**src/rtl/cla_pipe_adder.sv**
```systemverilog
// Pipelined carry-lookahead adder/subtractor built from 4-bit lookahead groups.
// Each of the N stages resolves GPS groups and registers the boundary carry; a global stall freezes the pipe.
module cla_pipe_adder #(
  parameter int WIDTH = 16,
  parameter int GPS   = 2
) (
  input  logic             clk,
  input  logic             rst_n,
  input  logic             in_valid_i,
  output logic             in_ready_o,
  input  logic [WIDTH-1:0] a_i,
  input  logic [WIDTH-1:0] b_i,
  input  logic             cin_i,
  input  logic             sub_i,
  output logic             out_valid_o,
  input  logic             out_ready_i,
  output logic [WIDTH-1:0] s_o,
  output logic             cout_o,
  output logic             ovf_o
);

  localparam int SW = 4 * GPS;
  localparam int N  = WIDTH / SW;

  // Handshake: a beat moves on an edge where valid & ready are both high.
  // in_ready is low exactly while a result waits unconsumed (out_valid & ~out_ready).
  logic             stall;
  logic [WIDTH-1:0] b_eff;

  assign b_eff      = b_i ^ {WIDTH{sub_i}};
  assign stall      = out_valid_o & ~out_ready_i;
  assign in_ready_o = ~stall;

  for (genvar k = 0; k < N; k++) begin : g_stage
    localparam int LO = k * SW;
    localparam int HI = LO + SW;

    logic [SW-1:0] a_in, b_in, s_d;
    logic          c_in, v_in, c_d;
    logic [HI-1:0] s_nx;
    logic [HI-1:0] s_q;
    logic          c_q, v_q;

    if (k == 0) begin : g_src
      assign a_in = a_i[SW-1:0];
      assign b_in = b_eff[SW-1:0];
      assign c_in = sub_i | cin_i;
      assign v_in = in_valid_i & ~stall;
      assign s_nx = s_d;
    end else begin : g_src
      assign a_in = g_stage[k-1].g_ops.a_q[SW-1:0];
      assign b_in = g_stage[k-1].g_ops.b_q[SW-1:0];
      assign c_in = g_stage[k-1].c_q;
      assign v_in = g_stage[k-1].v_q;
      assign s_nx = {s_d, g_stage[k-1].s_q};
    end

    always_comb begin
      logic [3:0] p, g, c;
      logic       cg;
      s_d = '0;
      p   = '0;
      g   = '0;
      c   = '0;
      cg  = c_in;
      for (int j = 0; j < GPS; j++) begin
        p    = a_in[4*j +: 4] ^ b_in[4*j +: 4];
        g    = a_in[4*j +: 4] & b_in[4*j +: 4];
        c[0] = cg;
        c[1] = g[0] | (p[0] & cg);
        c[2] = g[1] | (p[1] & g[0]) | (p[1] & p[0] & cg);
        c[3] = g[2] | (p[2] & g[1]) | (p[2] & p[1] & g[0]) | (p[2] & p[1] & p[0] & cg);
        s_d[4*j +: 4] = p ^ c;
        cg = (g[3] | (p[3] & (g[2] | (p[2] & (g[1] | (p[1] & g[0])))))) | (cg & (&p));
      end
      c_d = cg;
    end

    // Data fields only load with a valid beat, so bubbles leave them untouched.
    always_ff @(posedge clk or negedge rst_n) begin
      if (!rst_n) begin
        v_q <= 1'b0;
        c_q <= 1'b0;
        s_q <= '0;
      end else if (!stall) begin
        v_q <= v_in;
        if (v_in) begin
          c_q <= c_d;
          s_q <= s_nx;
        end
      end
    end

    if (k < N - 1) begin : g_ops
      localparam int RW = WIDTH - HI;
      logic [RW-1:0] a_q, b_q, a_nx, b_nx;

      if (k == 0) begin : g_ld
        assign a_nx = a_i[WIDTH-1:HI];
        assign b_nx = b_eff[WIDTH-1:HI];
      end else begin : g_ld
        assign a_nx = g_stage[k-1].g_ops.a_q[WIDTH-LO-1:SW];
        assign b_nx = g_stage[k-1].g_ops.b_q[WIDTH-LO-1:SW];
      end

      always_ff @(posedge clk or negedge rst_n) begin
        if (!rst_n) begin
          a_q <= '0;
          b_q <= '0;
        end else if (!stall && v_in) begin
          a_q <= a_nx;
          b_q <= b_nx;
        end
      end
    end

    if (k == N - 1) begin : g_msb
      logic cm_q, cm_d;
      // Carry into the MSB recovered from its sum bit and (inverted) operand bits.
      assign cm_d = s_d[SW-1] ^ a_in[SW-1] ^ b_in[SW-1];

      always_ff @(posedge clk or negedge rst_n) begin
        if (!rst_n) begin
          cm_q <= 1'b0;
        end else if (!stall && v_in) begin
          cm_q <= cm_d;
        end
      end
    end
  end

  assign out_valid_o = g_stage[N-1].v_q;
  assign s_o         = g_stage[N-1].s_q;
  assign cout_o      = g_stage[N-1].c_q;
  assign ovf_o       = g_stage[N-1].g_msb.cm_q ^ g_stage[N-1].c_q;

endmodule
```
**config.mk**
```make
export PLATFORM = sky130hd
export DESIGN_NAME = cla_pipe_adder
export DESIGN_NICKNAME = d
export VERILOG_FILES = /design/src/rtl/cla_pipe_adder.sv
export SDC_FILE = /design/constraint.sdc
export NUM_CORES = 1
export LEC_CHECK = 0
export ABC_AREA = 1
export CAP_MARGIN = 25
export CORE_UTILIZATION = 39
export DETAILED_ROUTE_END_ITERATION = 8
export PLACE_DENSITY = 0.77
export SYNTH_ARGS = -nofsm -noshare
export SYNTH_HDL_FRONTEND = slang
export SYNTH_SLANG_ARGS = --single-unit
```
**constraint.sdc**
```tcl
create_clock -name clk -period 1.9 [get_ports clk]
set_input_delay 0.57 -clock clk [delete_from_list [all_inputs] [get_ports clk]]
set_output_delay 0.57 -clock clk [all_outputs]
set_load 0.1 [all_outputs]
```
==> metrics.yaml, run 1 <==
synth_warnings: 0
critPathLaunchType: "input pin"
final_nets: 429
synth_area_leaders: "dfrtp_1 45%, nand2_1 15%, ha_1 8.0%"
die_y_um: 82.0
antenna_cells: 0
wl_mm: 5.52
io_pins: 58
ys.flop_type: "dfrtp_1"
grt_max_degree: 31
dp_cells: 438
rsz0062_at_grt: "yes"
ys_async_sr_fraction_pct: 100
max_slew_margin_pct: 75.0
gp_congestion: 0.770
clockBufferDepth: 2
start_util_pct: 41.2
synth_top_area_cell: "dfrtp_1"
synth_fp_nets: 348
post-route-util_pct: 62.7
row_count: 28
leakagePower_uw: 0.00189
numClockSinks: 45
wl_per_cell_um: 12.3
reg2reg_depth: 8
clkTransAtPathRegs_ns: 0.08
first_iter_violations: 69
tightest_slew_ns: 0.376
via_per_inst: 4.72
cp_max_fo: 5
fin_cells: 447
slew_violations: 0
cp.arrival_ns: 2.17
ys_types: 28
violations: "setup timing"
avgSynthCellArea_um2: 8.61
overflow: 0
drive_above_1_share_pct: 25.0
n_fill_cell: 504
ys_top_cells_by_count: "100 x nand2_1, 45 x dfrtp_1, 21 x inv_1"
grt_pass1_wl_mm: 8.87
ys_seq_area_share_pct: 45.1
place_area_um2: 3560
synth_enable_flop_cells: 0
reg2reg_from: "g_stage[0].g_ops.a_q[1]"
pre_cts_slack_ns: -0.857
coreArea_um2: 6060
via_count: 2109
timing_hold_violations_final: 0
synth.ff_latch_count: 45
fmax_mhz: 503
p_per_area_nw_per_um2: 1410
grt_usage_pct: 17.5
die_area_um2: 6730
layout_min_cycle_time_ns: 1.99
r2r-end: "s_o[13]"
setup_violations: 2
worstSetupEndpointType: "flop"
yosysMostFrequentCell: "nand2_1"
worst-endpoint-required_ns: 2.09
cts_made_buffers: 5
timing.final.crit_share_pct: 105
synthCells: 290
totalPowerFinal_uw: 5350
cts_root_buf: "clkbuf_8"
r2r_setup_slack_ns: 0.12
post-dp-hpwl_mm: 4.06
irDropWorstVdd_mv: 1.29
cts_tree: "done"
grt_pass1_vias: 2110
insertion_delay_ns: 0.29
fin_skew_ns: 0.00517
postLayoutCellArea_um2: 3800
synth.cell_area_um2: 2500
crit_type: "in2reg"
route.detailed.drc: 0
htreeDepth: 2
ant_nets: 0
hold_class: "in2async"
synth_top_area_share_pct: 45.1
antenna_found_initial: 0
setup_ws_ns: -0.0869
outcome: "complete, but fails checks"
syn_to_final_growth_pct: 52.2
first_pass_iters: 7
fp.dieW_um: 82.0
io_buffers: 57
maxCapViolCount: 0
==> layout make-up <==
cell class / instances / area, um^2 / area share [%]
Timing Repair Buffer: 84 / 993 / 26.1
Multi-Input combinational cell: 211 / 1410 / 37.2
Tap cell: 75 / 93.8 / 2.47
Inverter: 24 / 91.3 / 2.40
Clock inverter: 2 / 10.0 / 0.263
Clock buffer: 6 / 72.6 / 1.91
Sequential cell: 45 / 1130 / 29.7
==> repair_timing <==
item,4_1_cts,5_1_grt
buffers inserted,1,1
hold buffers,0,0
pin swaps,17,18
resized for setup,31,23
endpoints found under the hold margin,0,0
gates cloned,0,0
setup endpoints to repair,10,7
==> kinds of logic after synthesis <==
family          after synthesis  synth area share [%]
buf+inv                      34                  5.86
xor+xnor                     24                  8.42
compound gates               32                  6.86
simple gates                135                  22.5
fa+ha+maj                    20                  11.2
flops                        45                  45.1
==> worst max-delay path, stage by stage <==
cell	delay (ns)
buf_12	0.13
xor2_4	0.18
ha_4	0.27
inv_2	0.05
nor3_4	0.17
o21ai_1	0.09
nand3b_1	0.15
fa_2	0.45
nand2_1	0.07
nand2_1	0.05
==> worst max path at each step <==
stage | from | to
6_report | sub_i | g_stage[0].s_q[4]
5_1_grt | sub_i | g_stage[0].s_q[5]
4_1_cts | sub_i | g_stage[0].s_q[4]
3_5_place_dp | sub_i | g_stage[0].s_q[4]
3_3_place_gp | sub_i | g_stage[0].s_q[5]
2_1_floorplan | sub_i | g_stage[0].s_q[5]
==> routing by layer <==
layer | up-vias | global-route usage, % | part of all wire (%)
met2 | 58 | 31.6 | 53
met1 | 969 | 19.5 | 41
met4 | 0 | 7.54 | 1.4
li1 | 1073 | - | -
met5 | - | 0 | 0
met3 | 9 | 4.11 | 4.2
==> power by group <==
part / switching, uW / internal [uW]
Sequential: 289 / 1240
Combinational: 2010 / 1260
Clock: 306 / 255
==> stage by stage <==
step	hold slack [ns]	TNS, ns
5_1_grt	0.204	-0.351
3_5_place_dp	0.463	-5.56
6_report	0.183	-0.153
2_1_floorplan	0.274	-1.95
4_1_cts	0.201	-0.260
3_3_place_gp	0.454	-5.18
==> layout by cell type (no fill, tap or decap), drive strengths merged, types with 6 or more instances in the layout <==
cell	instances
buf	51
ha	16
clkdlybuf4s50	25
nand2	102
nand3	15
xnor2	13
a21oi	6
o21ai	22
nor2	12
inv	23
xor2	11
clkbuf	8
dfrtp	45
==> sequential cells by signal, indices dropped and copies added (netlist names) <==
| signal | count |
|---|---|
| g_stage.v_q | 1 |
| cout_o | 1 |
| s_o | 16 |
| g_stage.s_q | 8 |
| g_stage.g_msb.cm_q | 1 |
| out_valid_o | 1 |
| g_stage.c_q | 1 |
| g_stage.g_ops.a_q | 8 |
| g_stage.g_ops.b_q | 8 |
No activity file was read; power rests on OpenSTA's default activity.
==> run 2, diff against run 1 <==
--- a/config.mk
+++ b/config.mk
@@ -10,6 +10,7 @@
 export CORE_UTILIZATION = 39
 export DETAILED_ROUTE_END_ITERATION = 8
 export PLACE_DENSITY = 0.77
+export SLEW_MARGIN = 5
 export SYNTH_ARGS = -nofsm -noshare
 export SYNTH_HDL_FRONTEND = slang
 export SYNTH_SLANG_ARGS = --single-unit
==> results of run 2 <==
No change in the layout: final DEF, timing and power equal those of run 1.
